--- src/rtl/clk_div_pkg.sv ---
// Shared types and ratio rules for the clock-divider scheduler.
// Define CLK_DIV_ODD_EN to accept odd ratios (high phase one cycle longer).
package clk_div_pkg;

    localparam int unsigned CW_DEF = 8;

    typedef enum logic [1:0] {IDLE, RUN, PEND} state_t;

    function automatic logic ratio_ok(input int unsigned div);
`ifdef CLK_DIV_ODD_EN
        return div >= 2;
`else
        return (div >= 2) && ((div % 2) == 0);
`endif
    endfunction

    function automatic int unsigned half_hi(input int unsigned div);
`ifdef CLK_DIV_ODD_EN
        return (div + 1) / 2;
`else
        return div / 2;
`endif
    endfunction

    function automatic int unsigned half_lo(input int unsigned div);
        return div / 2;
    endfunction

endpackage

--- src/rtl/clk_div_core.sv ---
// Phase counter and registered clk_out toggle; flags the last low cycle of a period.
module clk_div_core
    import clk_div_pkg::*;
#(
    parameter int unsigned CW = CW_DEF
) (
    input  logic          clk,
    input  logic          rstn,
    input  logic          i_load,
    input  logic          i_en,
    input  logic [CW-1:0] i_div,
    output logic          o_clk,
    output logic          o_bnd
);

    logic          r_clk;
    logic [CW-1:0] r_cnt;
    logic [CW-1:0] w_hi_last;
    logic [CW-1:0] w_lo_last;

    assign w_hi_last = CW'(half_hi(32'(i_div)) - 1);
    assign w_lo_last = CW'(half_lo(32'(i_div)) - 1);
    assign o_bnd     = !r_clk && (r_cnt == w_lo_last);
    assign o_clk     = r_clk;

    // load starts a fresh period; disabling parks the waveform low at count zero
    always_ff @(posedge clk) begin
        if (!rstn) begin
            r_clk <= 1'b0;
            r_cnt <= '0;
        end else if (i_load) begin
            r_clk <= 1'b1;
            r_cnt <= '0;
        end else if (!i_en) begin
            r_clk <= 1'b0;
            r_cnt <= '0;
        end else if (r_clk && (r_cnt == w_hi_last)) begin
            r_clk <= 1'b0;
            r_cnt <= '0;
        end else if (!r_clk && (r_cnt == w_lo_last)) begin
            r_clk <= 1'b1;
            r_cnt <= '0;
        end else begin
            r_cnt <= r_cnt + 1'b1;
        end
    end

endmodule

--- src/rtl/clk_div_sched.sv ---
// Runtime-reconfigurable clock divider: ratio handshake, boundary-aligned updates, start/stop.
// Odd-ratio support is enabled by defining CLK_DIV_ODD_EN.
module clk_div_sched
    import clk_div_pkg::*;
#(
    parameter int unsigned CW      = CW_DEF,
    parameter int unsigned DEF_DIV = 8
) (
    input  logic          clk,
    input  logic          rstn,
    input  logic          run,
    input  logic          cfg_valid,
    input  logic [CW-1:0] cfg_div,
    output logic          cfg_ready,
    output logic          cfg_err,
    output logic          clk_out,
    output logic          tick,
    output logic [CW-1:0] active_div,
    output logic          busy
);

    state_t        r_state;
    logic [CW-1:0] r_active;
    logic [CW-1:0] r_pend;
    logic          r_tick;
    logic          r_err;
    logic          w_bnd;
    logic          w_load;
    logic          w_en;
    logic          w_acc;
    logic          w_ok;

    assign cfg_ready  = (r_state != PEND);
    assign w_acc      = cfg_valid && cfg_ready;
    assign w_ok       = ratio_ok(32'(cfg_div));
    assign cfg_err    = r_err;
    assign tick       = r_tick;
    assign active_div = r_active;
    assign busy       = (r_state != IDLE);

    // at a boundary the core either restarts a period (load) or is parked (stop)
    always_comb begin
        w_load = 1'b0;
        w_en   = (r_state != IDLE);
        case (r_state)
            IDLE: w_load = run;
            RUN, PEND: begin
                if (w_bnd) begin
                    if (run) w_load = 1'b1;
                    else     w_en   = 1'b0;
                end
            end
            default: w_load = 1'b0;
        endcase
    end

    always_ff @(posedge clk) begin
        if (!rstn) begin
            r_state  <= IDLE;
            r_active <= CW'(DEF_DIV);
            r_pend   <= '0;
            r_tick   <= 1'b0;
            r_err    <= 1'b0;
        end else begin
            r_tick <= w_load;
            r_err  <= w_acc && !w_ok;
            case (r_state)
                IDLE: begin
                    if (w_acc && w_ok) r_active <= cfg_div;
                    if (run)           r_state  <= RUN;
                end
                RUN: begin
                    // a ratio accepted on a stopping boundary is loaded directly
                    if (w_bnd && !run) begin
                        r_state <= IDLE;
                        if (w_acc && w_ok) r_active <= cfg_div;
                    end else if (w_acc && w_ok) begin
                        r_pend  <= cfg_div;
                        r_state <= PEND;
                    end
                end
                PEND: begin
                    if (w_bnd) begin
                        r_active <= r_pend;
                        r_state  <= run ? RUN : IDLE;
                    end
                end
                default: r_state <= IDLE;
            endcase
        end
    end

    clk_div_core #(.CW(CW)) u_core (
        .clk    (clk),
        .rstn   (rstn),
        .i_load (w_load),
        .i_en   (w_en),
        .i_div  (r_active),
        .o_clk  (clk_out),
        .o_bnd  (w_bnd)
    );

endmodule

--- config.mk ---
export PLATFORM = sky130hd
export DESIGN_NAME = clk_div_sched
export DESIGN_NICKNAME = d
export VERILOG_FILES = /design/src/rtl/clk_div_pkg.sv /design/src/rtl/clk_div_core.sv /design/src/rtl/clk_div_sched.sv
export SDC_FILE = /design/constraint.sdc
export NUM_CORES = 1
export LEC_CHECK = 0
export ABC_AREA = 0
export BUFFER_PORTS_ARGS = -buffer_cell sky130_fd_sc_hd__clkbuf_2
export CORE_ASPECT_RATIO = 0.7
export CORE_MARGIN = 2
export CORE_UTILIZATION = 50
export CTS_CLUSTER_SIZE = 28
export DETAILED_ROUTE_END_ITERATION = 8
export PLACE_DENSITY = 0.71
export SYNTH_ARGS = -nofsm -noshare
export SYNTH_HDL_FRONTEND = slang
export SYNTH_SLANG_ARGS = --single-unit
--- constraint.sdc ---
create_clock -name clk -period 3 [get_ports clk]
set_clock_uncertainty 0.2 [all_clocks]
set_input_delay 0.9 -clock clk [delete_from_list [all_inputs] [get_ports clk]]
set_output_delay 0.9 -clock clk [all_outputs]
set_load 0.005 [all_outputs]
==> flow_metrics.env <==
export IMPL_die_width_um=73.24
export IMPL_whs_endpoint="active_div[0]"
export IMPL_hold_slack_ns=0.2823
export IMPL_crit_path_start_kind="register"
export IMPL_dpl_cell_area_sq_um=1849
export IMPL_crit_arrival_ns=2.81
export IMPL_r2r_setup_slack_ns=0.18
export IMPL_cap_violations=0
export IMPL_grt_max_degree=22
export IMPL_via_per_inst=5.504
export IMPL_insertion_delay_ns=0.28
export IMPL_syn_num_nets=196
export IMPL_first_iter_violations=49
export IMPL_yosysSeqAreaShare=0.3460
export IMPL_clkTransAtPathRegs_ns=0.06
export IMPL_finalCritPeriodShare=0.9385
export IMPL_clkSinkCount=29
export IMPL_rsz0062_at_grt="false"
export IMPL_reg2reg_to="active_div[1]"
export IMPL_drtAntennaViolNets=0
export IMPL_num_rows=17
export IMPL_fin_area_sq_um=1971
export IMPL_cts_buffers=5
export IMPL_p_leak_nw=0.8997
export IMPL_routed_wl_um=3618
export IMPL_synth_top_area_cell="dfxtp_1"
export IMPL_die_area_sq_um=3842
export IMPL_initial_core_util=0.5294
export IMPL_cts_hold_buf=0
export IMPL_avgSynthCellArea_sq_um=9.426
export IMPL_grt_pass1_wl_um=6203
export IMPL_drcViolationCount=0
export IMPL_crit_slowest_cell="o311ai_4"
export IMPL_drv_slew=0
export IMPL_root_buffer="clkbuf_8"
export IMPL_slew_headroom=0.6326
export IMPL_ys_types=40
export IMPL_startpoint="active_div[2]"
export IMPL_fill_cells=267
export IMPL_hpwl_um=2766
export IMPL_finalSetupTns_ns=0
export IMPL_layout_min_cycle_time_ns=2.816
export IMPL_ir_drop_mv=0.3634
export IMPL_yosys_top_cells_count="dfxtp_1, nand2_1, nor2_1, mux2i_1"
export IMPL_critPathCaptureType="register"
export IMPL_min_from="active_div[0]"
export IMPL_netlist_area_sq_um=1678
export IMPL_synth_most_common_cell="dfxtp_1"
export IMPL_grt_usage=0.2200
export IMPL_hold_path_depth=2
export IMPL_vias=1354
export IMPL_yosys_top_cells_area="dfxtp_1, mux2i_1, mux2_2"
export IMPL_synth_edf_count=0
export IMPL_crit_type="reg2reg"
export IMPL_synth_top_area_share=0.3460
export IMPL_num_antenna_cells=0
export IMPL_r2r_start="active_div[2]"
export IMPL_ff2ff_path_depth=9
export IMPL_ys_warn_count=0
export IMPL_grt_pass1_vias=1383
export IMPL_cts_htree_levels=2
export IMPL_area_growth_pct=17.45
export IMPL_worstMarginPinSlew_ns=0.5499
export IMPL_synth_seq_cells=29
export IMPL_syn_inst=178
export IMPL_nets=225
export IMPL_die_h_um=52.47
export IMPL_ys_dominant_reg_cell="dfxtp_1"
export IMPL_drt_first_pass_iters=4
export IMPL_critical_path_max_stage_delay_ns=0.53
export IMPL_cts_path_max_buffers=2
export IMPL_min_delay_path_class="reg2reg"
export IMPL_fmax_mhz=355.2
export IMPL_critPathMaxFanout=8
export IMPL_cts_tree="yes"
export IMPL_drive_gt1_frac=0.2644
export IMPL_ys_async_sr_fraction=0
export IMPL_core_region_area_sq_um=3169
export IMPL_antenna_found_initial=0
export IMPL_outcome="finished clean"
export IMPL_path_cells="inv_1, ha_1, and3_1, o211a_1, o311ai_4, nor2_2, o211ai_4, buf_4, mux2i_1"
export IMPL_wl_per_cell_um=14.71
export IMPL_num_io_pins=25
export IMPL_hold_violations=0
export IMPL_cp_required_ns=3.00
export IMPL_gp_congestion=0.7575
export IMPL_finalSetupViolCount=0
export IMPL_grt_overflow=0
export IMPL_p_per_area_nw_per_um2=652.8
export IMPL_port_buffer_count=24
-- repair_timing --
| action | 4_1_cts | 5_1_grt |
|---|---|---|
| gates resized for setup | 0 | 1 |
| endpoints found under the setup margin | 0 | 3 |
| setup buffers | 0 | 0 |
-- registers in the layout, summed over array words and instances (netlist names) --
register,flops
active_div,8
r_pend,8
u_core.r_cnt,8
r_state,2
cfg_err,1
tick,1
u_core.o_clk,1
-- cells in the final DEF (no fill, tap or decap), types with 2 or more instances in the layout --
cell type,count
a21oi_1,6
and3_1,4
buf_4,3
clkbuf_2,24
clkbuf_8,6
dfxtp_1,28
ha_1,6
inv_1,8
mux2_2,8
mux2i_1,17
nand2_1,19
nand2b_1,2
nand3_1,5
nor2_1,19
nor2b_1,2
nor3_1,7
nor4_1,2
nor4b_1,3
o21ai_0,3
o311ai_4,2
xnor2_1,6
xor2_1,6
-- worst max-delay path, delay by kind of cell (launching register included) --
| family | cells | cell delay (ns) |
|---|---|---|
| DFF | 1 | 0.42 |
| AOI/OAI and AO/OA | 3 | 1.00 |
| and+or+nand+nor | 2 | 0.32 |
| adders and majority gates | 1 | 0.27 |
| buffers and inverters | 2 | 0.28 |
| muxes | 1 | 0.23 |
-- metrics by stage --
stage / util / power, mW / setup WS, ns / std cells
finish: 0.6218 / 1.286 / 0.1844 / 246
global route: 0.6218 / 1.363 / 0.03492 / 246
CTS: 0.6214 / 1.296 / 0.1328 / 246
detailed placement: 0.5835 / 0.8601 / 0.1448 / 238
global placement: 0.5835 / 0.8452 / 0.2242 / 238
floorplan: - / 0.7566 / 0.3029 / 178
-- final cells by class --
| cell class | instances | area (sq um) | share of cell area |
|---|---|---|---|
| clock buffer | 6 | 82.58 | 0.04190 |
| clock inverter | 2 | 37.54 | 0.01905 |
| timing repair buffer | 27 | 142.6 | 0.07238 |
| inverter | 8 | 30.03 | 0.01524 |
| multi-input combinational | 136 | 1049 | 0.5321 |
| tap | 38 | 47.55 | 0.02413 |
| sequential | 29 | 581.8 | 0.2952 |
-- worst max-delay path by stage --
stage,to,cells past startpoint,slack (ns)
finish,active_div[1],9,0.18
CTS,active_div[1],9,0.13
global placement,active_div[3],7,0.22
global route,r_pend[5],9,0.03
floorplan,active_div[3],8,0.30
detailed placement,active_div[1],8,0.14
-- report_power, final --
part / switching (mW) / internal [mW]
Sequential: 0.0526 / 0.426
Clock: 0.162 / 0.270
Combinational: 0.201 / 0.175
-- kinds of logic (layout without fill, tap and decap cells) --
logic type,after synthesis,in the layout,synth area share
AND/OR/NAND/NOR,71,71,0.2148
multiplexers,26,26,0.1618
AO/OA/AOI/OAI,20,20,0.1313
flip-flops,29,29,0.3460
adder cells (fa/ha/maj),6,6,0.04474
XOR/XNOR,13,13,0.07234
buffers and inverters,13,43,0.02908
-- layer usage --
metal | global-route usage | up-vias | routed length [um]
met5 | 0 | - | 0
met4 | 0.1111 | 0 | 39
met3 | 0.07115 | 4 | 145
met2 | 0.3348 | 27 | 1633
met1 | 0.2793 | 640 | 1800
li1 | - | 683 | -
(Power assumes the default switching activity.)
